<file path="config.mk">
export PLATFORM = sky130hd
export DESIGN_NAME = fir_frame_buffer
export DESIGN_NICKNAME = d
export VERILOG_FILES = /design/src/rtl/fir_frame_buffer_pkg.sv /design/src/rtl/fir_round_sat.sv /design/src/rtl/fir_frame_buffer.sv
export SDC_FILE = /design/constraint.sdc
export NUM_CORES = 1
export LEC_CHECK = 0
export ABC_CLOCK_PERIOD_IN_PS = 4700
export BUFFER_PORTS_ARGS = -buffer_cell sky130_fd_sc_hd__buf_2
export CORE_MARGIN = 2
export CORE_UTILIZATION = 55
export CTS_CLUSTER_DIAMETER = 50
export CTS_CLUSTER_SIZE = 14
export DETAILED_ROUTE_END_ITERATION = 16
export GPL_TIMING_DRIVEN = 0
export PLACE_DENSITY = 0.77
export RECOVER_POWER = 100
export SLEW_MARGIN = 10
export SYNTH_ARGS = -nofsm -noshare
export SYNTH_HDL_FRONTEND = slang
export SYNTH_HIERARCHICAL = 1
export SYNTH_SLANG_ARGS = --single-unit
</file>
<file path="constraint.sdc">
create_clock -name clk -period 4.7 [get_ports clk]
set_input_delay 0 -clock clk [delete_from_list [all_inputs] [get_ports clk]]
set_output_delay 0 -clock clk [all_outputs]
set_load 0.01 [all_outputs]
</file>
<file path="src/rtl/fir_frame_buffer_pkg.sv">
// Shared defaults and state encodings for the FIR receive-side frame buffer.
// The bank and write-FSM encodings are plain constants so legacy code can reuse them.
package fir_frame_buffer_pkg;

  localparam int FRAME_LEN_DEF  = 16;
  localparam int IN_W_DEF       = 32;
  localparam int OUT_W_DEF      = 16;
  localparam int FRAC_SHIFT_DEF = 16;

  localparam logic [1:0] BANK_EMPTY   = 2'b00;
  localparam logic [1:0] BANK_FILLING = 2'b01;
  localparam logic [1:0] BANK_FULL    = 2'b10;

  localparam logic [0:0] WR_FILL = 1'b0;
  localparam logic [0:0] WR_DROP = 1'b1;

endpackage

</file>
<file path="src/rtl/fir_round_sat.sv">
// Round-half-up a signed fixed-point value by FRAC_SHIFT bits, then saturate to OUT_W.
// The extra guard bit on the sum keeps the rounding increment from wrapping the maximum input.
module fir_round_sat
  import fir_frame_buffer_pkg::*;
#(
  parameter int IN_W       = IN_W_DEF,
  parameter int OUT_W      = OUT_W_DEF,
  parameter int FRAC_SHIFT = FRAC_SHIFT_DEF
) (
  input  logic [IN_W-1:0]  din_i,
  output logic [OUT_W-1:0] dout_o
);

  localparam logic signed [IN_W:0] RND =
    {{(IN_W+1-FRAC_SHIFT){1'b0}}, 1'b1, {(FRAC_SHIFT-1){1'b0}}};
  localparam logic signed [IN_W:0] SAT_MAX = {{(IN_W+2-OUT_W){1'b0}}, {(OUT_W-1){1'b1}}};
  localparam logic signed [IN_W:0] SAT_MIN = {{(IN_W+2-OUT_W){1'b1}}, {(OUT_W-1){1'b0}}};

  logic signed [IN_W:0] sum;
  logic signed [IN_W:0] shifted;

  always_comb begin
    sum     = $signed({din_i[IN_W-1], din_i}) + RND;
    shifted = sum >>> FRAC_SHIFT;
    if (shifted > SAT_MAX) begin
      dout_o = SAT_MAX[OUT_W-1:0];
    end else if (shifted < SAT_MIN) begin
      dout_o = SAT_MIN[OUT_W-1:0];
    end else begin
      dout_o = shifted[OUT_W-1:0];
    end
  end

endmodule

</file>
<file path="src/rtl/fir_frame_buffer.sv">
// Packs rounded FIR samples into FRAME_LEN-sample frames held in a two-bank ping-pong buffer.
// The FIR is never stalled: when both banks are full, incoming samples are dropped and counted.
module fir_frame_buffer
  import fir_frame_buffer_pkg::*;
#(
  parameter int FRAME_LEN  = FRAME_LEN_DEF,
  parameter int IN_W       = IN_W_DEF,
  parameter int OUT_W      = OUT_W_DEF,
  parameter int FRAC_SHIFT = FRAC_SHIFT_DEF
) (
  input  logic                       clk,
  input  logic                       rst,
  input  logic [IN_W-1:0]            fir_d,
  input  logic                       fir_valid,
  input  logic                       frame_ready,
  output logic [FRAME_LEN*OUT_W-1:0] frame_data,
  output logic                       frame_valid,
  output logic                       overflow,
  output logic [15:0]                drop_cnt
);

  localparam int               PTR_W    = $clog2(FRAME_LEN);
  localparam logic [PTR_W-1:0] LAST_IDX = PTR_W'(FRAME_LEN - 1);

  logic [OUT_W-1:0] sample;
  logic [OUT_W-1:0] mem_q [2][FRAME_LEN];

  logic [1:0][1:0]  bank_st_q, bank_st_d;
  logic             wr_bank_q, wr_bank_d;
  logic             rd_bank_q, rd_bank_d;
  logic [PTR_W-1:0] wr_ptr_q, wr_ptr_d;
  logic [0:0]       wr_st_q, wr_st_d;
  logic             frame_valid_q, frame_valid_d;
  logic             overflow_q, overflow_d;
  logic [15:0]      drop_cnt_q, drop_cnt_d;
  logic             accept;
  logic             other_freed;
  logic             do_write;

  fir_round_sat #(
    .IN_W       (IN_W),
    .OUT_W      (OUT_W),
    .FRAC_SHIFT (FRAC_SHIFT)
  ) u_round_sat (
    .din_i  (fir_d),
    .dout_o (sample)
  );

  always_comb begin
    // NOTE: every output of this block gets a default first, so no path can infer a latch.
    bank_st_d  = bank_st_q;
    wr_bank_d  = wr_bank_q;
    rd_bank_d  = rd_bank_q;
    wr_ptr_d   = wr_ptr_q;
    wr_st_d    = wr_st_q;
    overflow_d = overflow_q;
    drop_cnt_d = drop_cnt_q;
    do_write   = 1'b0;

    accept      = frame_valid_q && frame_ready;
    other_freed = accept && (rd_bank_q != wr_bank_q);

    if (accept) begin
      bank_st_d[rd_bank_q] = BANK_EMPTY;
      rd_bank_d            = ~rd_bank_q;
    end

    case (wr_st_q)
      WR_FILL: begin
        if (fir_valid) begin
          do_write = 1'b1;
          if (wr_ptr_q == LAST_IDX) begin
            bank_st_d[wr_bank_q] = BANK_FULL;
            wr_ptr_d             = '0;
            if (bank_st_q[~wr_bank_q] == BANK_EMPTY || other_freed) begin
              wr_bank_d = ~wr_bank_q;
            end else begin
              wr_st_d = WR_DROP;
            end
          end else begin
            bank_st_d[wr_bank_q] = BANK_FILLING;
            wr_ptr_d             = wr_ptr_q + 1'b1;
          end
        end
      end
      default: begin
        // A sample arriving in the freeing cycle is still dropped; the next one starts the frame.
        if (fir_valid) begin
          overflow_d = 1'b1;
          if (drop_cnt_q != 16'hFFFF) drop_cnt_d = drop_cnt_q + 16'd1;
        end
        if (other_freed) begin
          wr_bank_d = ~wr_bank_q;
          wr_st_d   = WR_FILL;
        end
      end
    endcase

    frame_valid_d = (bank_st_d[rd_bank_d] == BANK_FULL);
  end

  always_ff @(posedge clk or negedge rst) begin
    if (!rst) begin
      bank_st_q     <= {BANK_EMPTY, BANK_EMPTY};
      wr_bank_q     <= 1'b0;
      rd_bank_q     <= 1'b0;
      wr_ptr_q      <= '0;
      wr_st_q       <= WR_FILL;
      frame_valid_q <= 1'b0;
      overflow_q    <= 1'b0;
      drop_cnt_q    <= '0;
    end else begin
      bank_st_q     <= bank_st_d;
      wr_bank_q     <= wr_bank_d;
      rd_bank_q     <= rd_bank_d;
      wr_ptr_q      <= wr_ptr_d;
      wr_st_q       <= wr_st_d;
      frame_valid_q <= frame_valid_d;
      overflow_q    <= overflow_d;
      drop_cnt_q    <= drop_cnt_d;
    end
  end

  // NOTE: sample storage is deliberately not reset; frame_data is gated by frame_valid instead.
  always_ff @(posedge clk) begin
    if (do_write) mem_q[wr_bank_q][wr_ptr_q] <= sample;
  end

  always_comb begin
    frame_data = '0;
    if (frame_valid_q) begin
      for (int k = 0; k < FRAME_LEN; k++) begin
        frame_data[k*OUT_W +: OUT_W] = mem_q[rd_bank_q][k];
      end
    end
  end

  assign frame_valid = frame_valid_q;
  assign overflow    = overflow_q;
  assign drop_cnt    = drop_cnt_q;

endmodule
</file>
==> metrics.cfg <==
[grt]
met2_usage_pct = 39.7
grt_usage_pct = 23.7
grt_start_max_net_pins = 33
grt-ovfl-total = 0
grt_util_met1_pct = 32.5
grt_first_pass_wirelength_um = 73100
grt_busiest_layer = met2
antenna_found_initial = 0
use_met3_pct = 4.21
first_global_vias = 12000

[clock_network]
clkTransAtPathRegs_ns = 0.06
htreeDepth = 2
cts_sinks = 541
cts_buffer_depth = 3
cts-root-buf = clkbuf_16
cts_buffers = 47
clock_latency_ns = 0.55
ctsResizeCount = 0
tritoncts = built
post_cts_buffers = 0

[floorplanning]
core_area_um2 = 39600
rows = 73
start_util_pct = 55.7
die_y_um = 204
ios = 310
die-area_um2 = 41800
die-width_um = 204

[synthesis]
syn_avg_cell_area_um2 = 16.2
synthFlopType = edfxtp_1
netlist_instances = 1362
syn_nets = 1405
synth-seq-cells = 541
synth-edff-count = 512
netlist_area_um2 = 22100
yosys_warnings = 6
seq_area_frac_synth_pct = 72.9
yosysUniqueCellTypes = 63
async_flop_share_pct = 5.36

[finish]
final_nets = 1768
layout_common_cells = 512 x edfxtp_1, 345 x clkbuf_1, 262 x mux2i_1
area_growth_pct = 14.3
final_common_cell = edfxtp_1
n_antenna_cell = 0
nFillCells = 2985
drive_above_1_share_pct = 6.30
stdcell_area_um2 = 25200
final_util_pct = 63.7

[setup_path]
critPathRequiredTime_ns = 4.89
cp.arrival_ns = 3.99
worst-path-max-fanout = 18
critPathLaunchType = input port
crit_path_end_kind = register
crit_type = in2reg

[sta]
skew_ns = 0.0218
final-max-slew-violation-count = 349
setup_viol = 0
finalHoldViolations = 0
fmax_mhz = 263
period_share_pct = 80.9
worst_pin_slew_ns = 2.72
rsz0062_at_grt = false
period_needed_ns = 3.80
maxSlewHeadroom_pct = -83.5

[power]
power_density_nw_per_um2 = 513
finalPower_mw = 12.9
power_leakage_nw = 8.86
ir_drop_uv = 272

[routing]
viasPerCell = 5.51
first_pass_iters = 5
wl_per_cell_um = 22.3
drc = 0
wl_um = 50700
detail-route-antenna-nets = 0
drtIter0Drc = 983
vias = 12500

[placement]
hpwl_um = 33100
port_buffers = 294
post_dp_cell_area_um2 = 24700
routabilityCongestion = 0.836

[job]
drv_cap = 18

[status]
status = complete, but fails checks
violations = capacitance limit, slew limit

[min_path]
hold_path_class = in2reg

[Yosys cell counts (6+ instances only)]
master    instances  area [um^2]
nor2b_1         258         1610
xnor2_1           9         78.8
o21ai_0          11         55.1
ha_1              7         87.6
nor2_1           44          165
dfrtp_1          29          726
nor4_1            8         50.1
nand4_1           7         43.8
edfxtp_1        512        15400
buf_2            29          145
inv_1             8         30.0
nand3_1          15         75.1
a31oi_1           6         37.5
mux2i_1         262         2620
clkbuf_1         37          139
xor2_1           11         96.3
nand2_1          31          116
nor3_1           11         55.1
[cell type report]
class	instances	area [um^2]	share of cell area, %
clock buffers	63	1260	4.98
inverters	8	30.0	0.119
clock inverters	8	62.6	0.248
flip-flops and latches	541	16100	63.8
well taps	525	657	2.60
repair buffers	314	1280	5.08
plain buffers	68	256	1.02
multi-input cells	745	5600	22.2
[per-stage QoR]
stage / setup WS, ns / cells / hold WS (ns) / setup TNS, ns
4_1_cts: 1.54 / 2272 / 0.0188 / 0
6_report: 0.898 / 2272 / 0.175 / 0
5_1_grt: 0.777 / 2272 / 0.163 / 0
3_3_place_gp: -1.35 / 2181 / 0.0679 / -62.65
3_5_place_dp: 1.56 / 2197 / 0.0821 / 0
2_1_floorplan: 2.04 / 1362 / -0.296 / 0
[kinds of logic (layout without fill, tap and decap cells)]
family	Yosys count	count (layout)	synth area share (%)
flip-flops	541	541	72.9
adder cells (fa/ha/maj)	7	7	0.397
AO/OA/AOI/OAI	42	42	1.25
multiplexers	265	265	12.0
buffers and inverters	76	461	1.46
XOR/XNOR	20	20	0.793
AND/OR/NAND/NOR	411	411	11.1
[registers in the layout (all words and copies together) (netlist names)]
signal,count
bank_st_q,4
drop_cnt,16
frame_valid,1
mem_q,512
overflow,1
rd_bank_q,1
wr_bank_q,1
wr_ptr_q,4
wr_st_q,1
[power by group]
part	switching, mW	total, mW	leakage (nW)	internal, mW
clock network	1.61	3.47	0.643	1.87
registers	0.0894	5.70	4.99	5.61
logic	2.34	3.77	3.23	1.44
[final timing paths]
kind                            slack (ns)                       end  depth (start not counted)                  from
worst min register to register        0.47      overflow$_DFFE_PN0P_                          1  overflow$_DFFE_PN0P_
max in group asynchronous             3.27   drop_cnt[1]$_DFFE_PN0P_                          2                   rst
worst max-delay path                  0.90   mem_q[0][170]$_DFFE_PP_                          7             fir_d[20]
worst max register to register        1.16    mem_q[0][31]$_DFFE_PP_                          6     wr_st_q$_DFF_PN0_
worst min-delay path                  0.17    mem_q[1][32]$_DFFE_PP_                          4             fir_d[16]
min in group asynchronous             0.44  drop_cnt[12]$_DFFE_PN0P_                          2                   rst
[critical path, stage by stage]
cell and delay, ns:
clkbuf_1 0.20, nand4_1 0.24, clkbuf_1 0.29, nor3_1 0.61, mux2i_1 0.16, mux2i_1 1.54
clkbuf_1 0.93
[routing by layer]
metal  wire, um  part of all wire [%]  up-vias
met5          0                     0        -
met4        884                   1.7        0
met3       3770                   7.4       61
met2      24900                    49      481
met1      21100                    42     6210
li1           -                     -     5761
[what timing repair did]
action / in CTS / in global routing
hold endpoints to repair: 42 / 0
endpoints found under the setup margin: 0 / 0
hold buffers: 4 / 0
No activity file was read; power rests on OpenSTA's default activity.
